File: src/rtl/inst_encoder.sv
// RV32I instruction word packer: decoded fields in, 32-bit word out.
// Two-stage valid/ready pipeline with range checks and an error counter.
module inst_encoder #(
  parameter int ERR_CNT_W = 16
) (
  input  logic                 clk,
  input  logic                 rst_n,
  input  logic                 in_valid,
  output logic                 in_ready,
  input  logic [4:0]           in_opc,
  input  logic [4:0]           in_rd,
  input  logic [4:0]           in_rs1,
  input  logic [4:0]           in_rs2,
  input  logic [2:0]           in_funct3,
  input  logic [6:0]           in_funct7,
  input  logic [31:0]          in_imm,
  output logic                 out_valid,
  input  logic                 out_ready,
  output logic [31:0]          out_inst,
  output logic                 out_err,
  output logic [ERR_CNT_W-1:0] err_count
);

  localparam logic [4:0] OPC_LOAD  = 5'b00000;
  localparam logic [4:0] OPC_ARI   = 5'b00100;
  localparam logic [4:0] OPC_AUIPC = 5'b00101;
  localparam logic [4:0] OPC_STORE = 5'b01000;
  localparam logic [4:0] OPC_ARR   = 5'b01100;
  localparam logic [4:0] OPC_LUI   = 5'b01101;
  localparam logic [4:0] OPC_BR    = 5'b11000;
  localparam logic [4:0] OPC_JALR  = 5'b11001;
  localparam logic [4:0] OPC_JAL   = 5'b11011;

  typedef enum logic [2:0] {
    F_R, F_I, F_S, F_B, F_U, F_J, F_X
  } fmt_e;

  typedef struct packed {
    logic [4:0]  opc;
    logic [4:0]  rd;
    logic [4:0]  rs1;
    logic [4:0]  rs2;
    logic [2:0]  f3;
    logic [6:0]  f7;
    logic [31:0] imm;
  } fld_t;

  fld_t                 s1_q;
  logic                 s1_valid_q;
  logic                 s2_valid_q;
  logic [31:0]          inst_q, inst_d;
  logic                 err_q, err_d;
  logic [ERR_CNT_W-1:0] cnt_q;
  logic                 s1_load, s2_load;
  fmt_e                 fmt;

  assign s2_load  = !s2_valid_q || out_ready;
  assign s1_load  = !s1_valid_q || s2_load;
  assign in_ready = s1_load;

  always_comb begin
    fmt = F_X;
    unique case (1'b1)
      s1_q.opc == OPC_ARR:   fmt = F_R;
      s1_q.opc == OPC_LOAD,
      s1_q.opc == OPC_ARI,
      s1_q.opc == OPC_JALR:  fmt = F_I;
      s1_q.opc == OPC_STORE: fmt = F_S;
      s1_q.opc == OPC_BR:    fmt = F_B;
      s1_q.opc == OPC_LUI,
      s1_q.opc == OPC_AUIPC: fmt = F_U;
      s1_q.opc == OPC_JAL:   fmt = F_J;
      default:               fmt = F_X;
    endcase
  end

  logic [31:0] im;
  logic [6:0]  op;
  logic        ok12, ok13, ok21;

  assign im = s1_q.imm;
  assign op = {s1_q.opc, 2'b11};
  // Immediate fits when all bits above the sign bit match it.
  assign ok12 = (&im[31:11]) || !(|im[31:11]);
  assign ok13 = (&im[31:12]) || !(|im[31:12]);
  assign ok21 = (&im[31:20]) || !(|im[31:20]);

  always_comb begin
    inst_d = '0;
    err_d  = 1'b0;
    unique case (fmt)
      F_R: inst_d = {s1_q.f7, s1_q.rs2, s1_q.rs1,
                     s1_q.f3, s1_q.rd, op};
      F_I: begin
        inst_d = {im[11:0], s1_q.rs1, s1_q.f3,
                  s1_q.rd, op};
        err_d  = !ok12;
      end
      F_S: begin
        inst_d = {im[11:5], s1_q.rs2, s1_q.rs1,
                  s1_q.f3, im[4:0], op};
        err_d  = !ok12;
      end
      F_B: begin
        inst_d = {im[12], im[10:5], s1_q.rs2, s1_q.rs1,
                  s1_q.f3, im[4:1], im[11], op};
        err_d  = !ok13 || im[0];
      end
      F_U: begin
        inst_d = {im[31:12], s1_q.rd, op};
        err_d  = |im[11:0];
      end
      F_J: begin
        inst_d = {im[20], im[10:1], im[11], im[19:12],
                  s1_q.rd, op};
        err_d  = !ok21 || im[0];
      end
      default: begin
        inst_d = '0;
        err_d  = 1'b1;
      end
    endcase
  end

  always_ff @(posedge clk or negedge rst_n) begin
    if (!rst_n) begin
      s1_valid_q <= 1'b0;
      s1_q       <= '0;
    end else if (s1_load) begin
      s1_valid_q <= in_valid;
      if (in_valid) begin
        s1_q <= '{opc: in_opc, rd: in_rd, rs1: in_rs1,
                  rs2: in_rs2, f3: in_funct3,
                  f7: in_funct7, imm: in_imm};
      end
    end
  end

  always_ff @(posedge clk or negedge rst_n) begin
    if (!rst_n) begin
      s2_valid_q <= 1'b0;
      inst_q     <= '0;
      err_q      <= 1'b0;
    end else if (s2_load) begin
      s2_valid_q <= s1_valid_q;
      if (s1_valid_q) begin
        inst_q <= inst_d;
        err_q  <= err_d;
      end
    end
  end

  always_ff @(posedge clk or negedge rst_n) begin
    if (!rst_n) begin
      cnt_q <= '0;
    end else if (s2_valid_q && out_ready && err_q
                 && !(&cnt_q)) begin
      cnt_q <= cnt_q + ERR_CNT_W'(1);
    end
  end

  assign out_valid = s2_valid_q;
  assign out_inst  = inst_q;
  assign out_err   = err_q;
  assign err_count = cnt_q;

endmodule
File: config.mk
export PLATFORM = sky130hd
export DESIGN_NAME = inst_encoder
export DESIGN_NICKNAME = d
export VERILOG_FILES = /design/src/rtl/inst_encoder.sv
export SDC_FILE = /design/constraint.sdc
export NUM_CORES = 1
export LEC_CHECK = 0
export ABC_AREA = 1
export BUFFER_PORTS_ARGS = -buffer_cell sky130_fd_sc_hd__buf_2
export CORE_AREA = 2 2 103 105
export DETAILED_ROUTE_END_ITERATION = 7
export DIE_AREA = 0 0 105 107
export HOLD_SLACK_MARGIN = 0.05
export PLACE_DENSITY = 0.77
export SETUP_SLACK_MARGIN = 0.3
export SLEW_MARGIN = 20
export SYNTH_ARGS = -nofsm -noshare
export SYNTH_HDL_FRONTEND = slang
export SYNTH_SLANG_ARGS = --single-unit
File: constraint.sdc
create_clock -name clk -period 3.2 [get_ports clk]
set_input_delay 0.32 -clock clk [delete_from_list [all_inputs] [get_ports clk]]
set_output_delay 0.32 -clock clk [all_outputs]
set_load 0.005 [all_outputs]
==> impl_results.md <==
- Status: completed
- Unrepaired setup endpoints after global routing: false
- Vias in the first global route: 4384
- Gate power share: 23.9%
- Netlist cell types: 32
- Vias/cell: 5.43
- Setup TNS: 0 ps
- Initial antenna violation count: 0
- Max FO, Critical Path: 17
- Routed WL: 13100 um
- H-tree depth: 3
- # nets final: 768
- TritonRoute pass-1 iters: 6
- Setup crit end kind: flop
- Crit-path slowest cell: dfrtp_1
- Hpwl dp: 9920 um
- VDD IR-drop max: 0.274 mV
- I/O Buffers: 116
- Leakage power total: 3.22 nW
- Reg power frac: 50.5%
- CP most frequent cell: nand2_1
- Global-route wire length before repair: 21800 um
- Layout cells sized above 1: 26.8%
- Cell Pwr Density: 588 mW/mm2
- Clock power share: 25.6%
- Synth top cells by count: nand2_1 (146), dfrtp_1 (112), nor2_1 (62), inv_1 (47), mux2_2 (36)
- Sequential share of the synthesized area: 52.7%
- DRT iter0 DRCs: 401
- Clk_lat worst skew: 380 ps
- Largest net degree at the start of global routing: 80
- Skew final: 10.9 ps
- Count leader, synth: nand2_1
- Num Clock Sinks: 112
- Switch Pwr: 1.23 mW
- Yosys warnings: 0
- Die area: 0.0112 mm2
- Crit path launch type: flop
- Fin area: 0.00624 mm2
- Asr flop ratio synth: 100%
- Main synth FF type: dfrtp_1
- # setup viols final: 0
- Post-CTS Setup Inserts: 0
- Worst Path Arrival: 2960 ps
- Die height: 107 um
- # diodes: 0
- Syn_area_per_cell: 9.04 um2
- Worst-path cell chain: inv_2, nor2_1, nand2_2, inv_2, nor2_4, ha_1, inv_1, a21oi_1, nand3_4, nand2_4, inv_2, nand2_2, nand2_1, nand2_1, o211ai_1, nand2_1, nand2_1
- Cell Area, Placed: 0.00600 mm2
- Core Region: 0.0101 mm2
- Worst slew margin: 40.6%
- CTS Root Cell: clkbuf_8
- Post-synth top area share: 52.7%
- Flop-to-flop setup slack: 520 ps
- Drt wl/cell: 15.6 um
- Synthesized area: 0.00532 mm2
- FP Rows: 37
- WP data required: 3470 ps
- Post-Synthesis Cells: 588
- Synth top area cells: dfrtp_1 (53%), nand2_1 (10%), mux2_2 (7.6%), nor2_1 (4.4%), inv_1 (3.3%)
- Final period util: 83.9%
- Internal power: 2.44 mW
- Hold Vio Cnt, Final: 0
- Number of flops mapped to enable cells by yosys: 0
- Slowest Stage Delay on Critical Path: 420 ps
- Gr ovfl total: 0
- Synthesized flop and latch total: 112
- Largest area contributor in the netlist: dfrtp_1
- Max-cap violations: 0
- Placer Congestion: 0.928
- FMAX: 0.373 GHz
- Total CTS buffers: 9
- DIE WIDTH: 105 um
- Max-slew violation count: 0
- Fin crit period: 2680 ps
- Worst slew pin tran: 891 ps
- Gr usage total: 24.6%
- Kind of critical path: flop to flop
- Switching Share: 33.6%
- Synth-to-Final Area Change: 17.4%
- Number of routed nets with antenna violations: 0
- Syn_nets: 656
- Hold Crit Class: input pin to async pin
- # IOs: 117
- Initial Util: 52.7%
- CTS tree: yes
- Clock-pin slew on the worst setup and hold paths: 110 ps
- Vias post-DR: 4565
- Drt drc: 0
- Clock Path Buffers: 2
[repair_timing]
item	4_1_cts	5_1_grt
gates resized for setup	0	2
endpoints found under the setup margin	0	7
endpoints found under the hold margin	0	0
hold buffers	0	0
[per-stage QoR]
stage	hold slack [ps]	utilization, %	setup slack, ps	cells	total power, mW
floorplan	24.4	-	914	588	2.40
global placement	466	59.5	546	825	2.71
detailed placement	471	59.5	416	825	2.74
CTS	68.5	61.7	406	841	3.68
global route	112	61.8	315	841	3.87
finish	40.1	61.8	517	841	3.67
[worst paths after layout]
path                             start           end  cells after the start
hold reg to reg            out_inst[2]   out_inst[2]                      2
max in group asynchronous        rst_n        im[12]                      2
min in group clk            in_imm[30]        im[30]                      2
setup / recovery                 op[2]  out_inst[26]                     17
hold / removal                   rst_n        im[19]                      1
setup reg to reg                 op[2]  out_inst[26]                     17
[registers in the layout, indices dropped and copies added (netlist names)]
| signal | count |
|---|---|
| out_valid | 1 |
| im | 32 |
| s1_valid_q | 1 |
| op | 5 |
| out_inst | 31 |
| s1_q | 25 |
| err_count | 16 |
| out_err | 1 |
[power groups by stage]
stage / Combinational [mW] / Clock [mW] / Sequential (mW)
2_1_floorplan: 0.575 / 0 / 1.82
4_1_cts: 0.875 / 0.955 / 1.85
3_3_place_gp: 0.848 / 0 / 1.86
6_report: 0.878 / 0.940 / 1.85
5_1_grt: 0.986 / 1.01 / 1.88
3_5_place_dp: 0.869 / 0 / 1.87
[logic make-up after synthesis]
kind of cell | count (synthesis) | share of synthesized area (%)
AOI/OAI and AO/OA | 68 | 7.91
xor gates and xnor gates | 14 | 2.31
adders and majority gates | 2 | 0.471
buffers and inverters | 72 | 5.81
DFF | 112 | 52.7
muxes | 36 | 7.63
and+or+nand+nor | 284 | 23.1
[cell usage in the layout (no fill, tap or decap), types with 8 or more instances in the layout]
| cell | netlist | routed |
|---|---|---|
| dfrtp_1 | 112 | 112 |
| o211ai_1 | 8 | 8 |
| inv_1 | 47 | 47 |
| nand3_1 | 33 | 33 |
| nor2_1 | 62 | 62 |
| mux2_2 | 36 | 36 |
| o31ai_1 | 11 | 11 |
| clkbuf_8 | 0 | 9 |
| buf_2 | 8 | 115 |
| a21oi_1 | 30 | 30 |
| xor2_1 | 12 | 12 |
| nor3_1 | 10 | 10 |
| nand4_1 | 20 | 20 |
| nand2_1 | 146 | 145 |
[worst max-delay path, delay by kind of cell, from the launching register on]
kind	cells	cell delay, ps
AO/OA/AOI/OAI	2	290
flip-flops	1	420
AND/OR/NAND/NOR	10	1320
adder cells (fa/ha/maj)	1	170
buffers and inverters	4	360
[layer usage]
layer / GRT usage [%] / up-vias / share of wire, %
met4: 7.52 / 0 / 2.0
met3: 4.86 / 30 / 7.6
met5: 0 / - / 0
met2: 39.1 / 215 / 46
li1: - / 2169 / -
met1: 34.3 / 2151 / 45
[final cells by class]
type                       count  area, um2
fill                         891       3850
sequential                   112       2800
multi-input combinational    404       2220
timing repair buffer         121        621
inverter                      52        198
tap                          136        170
clock buffer                   9        124
clock inverter                 7        101
No activity file was read; power rests on OpenSTA's default activity.
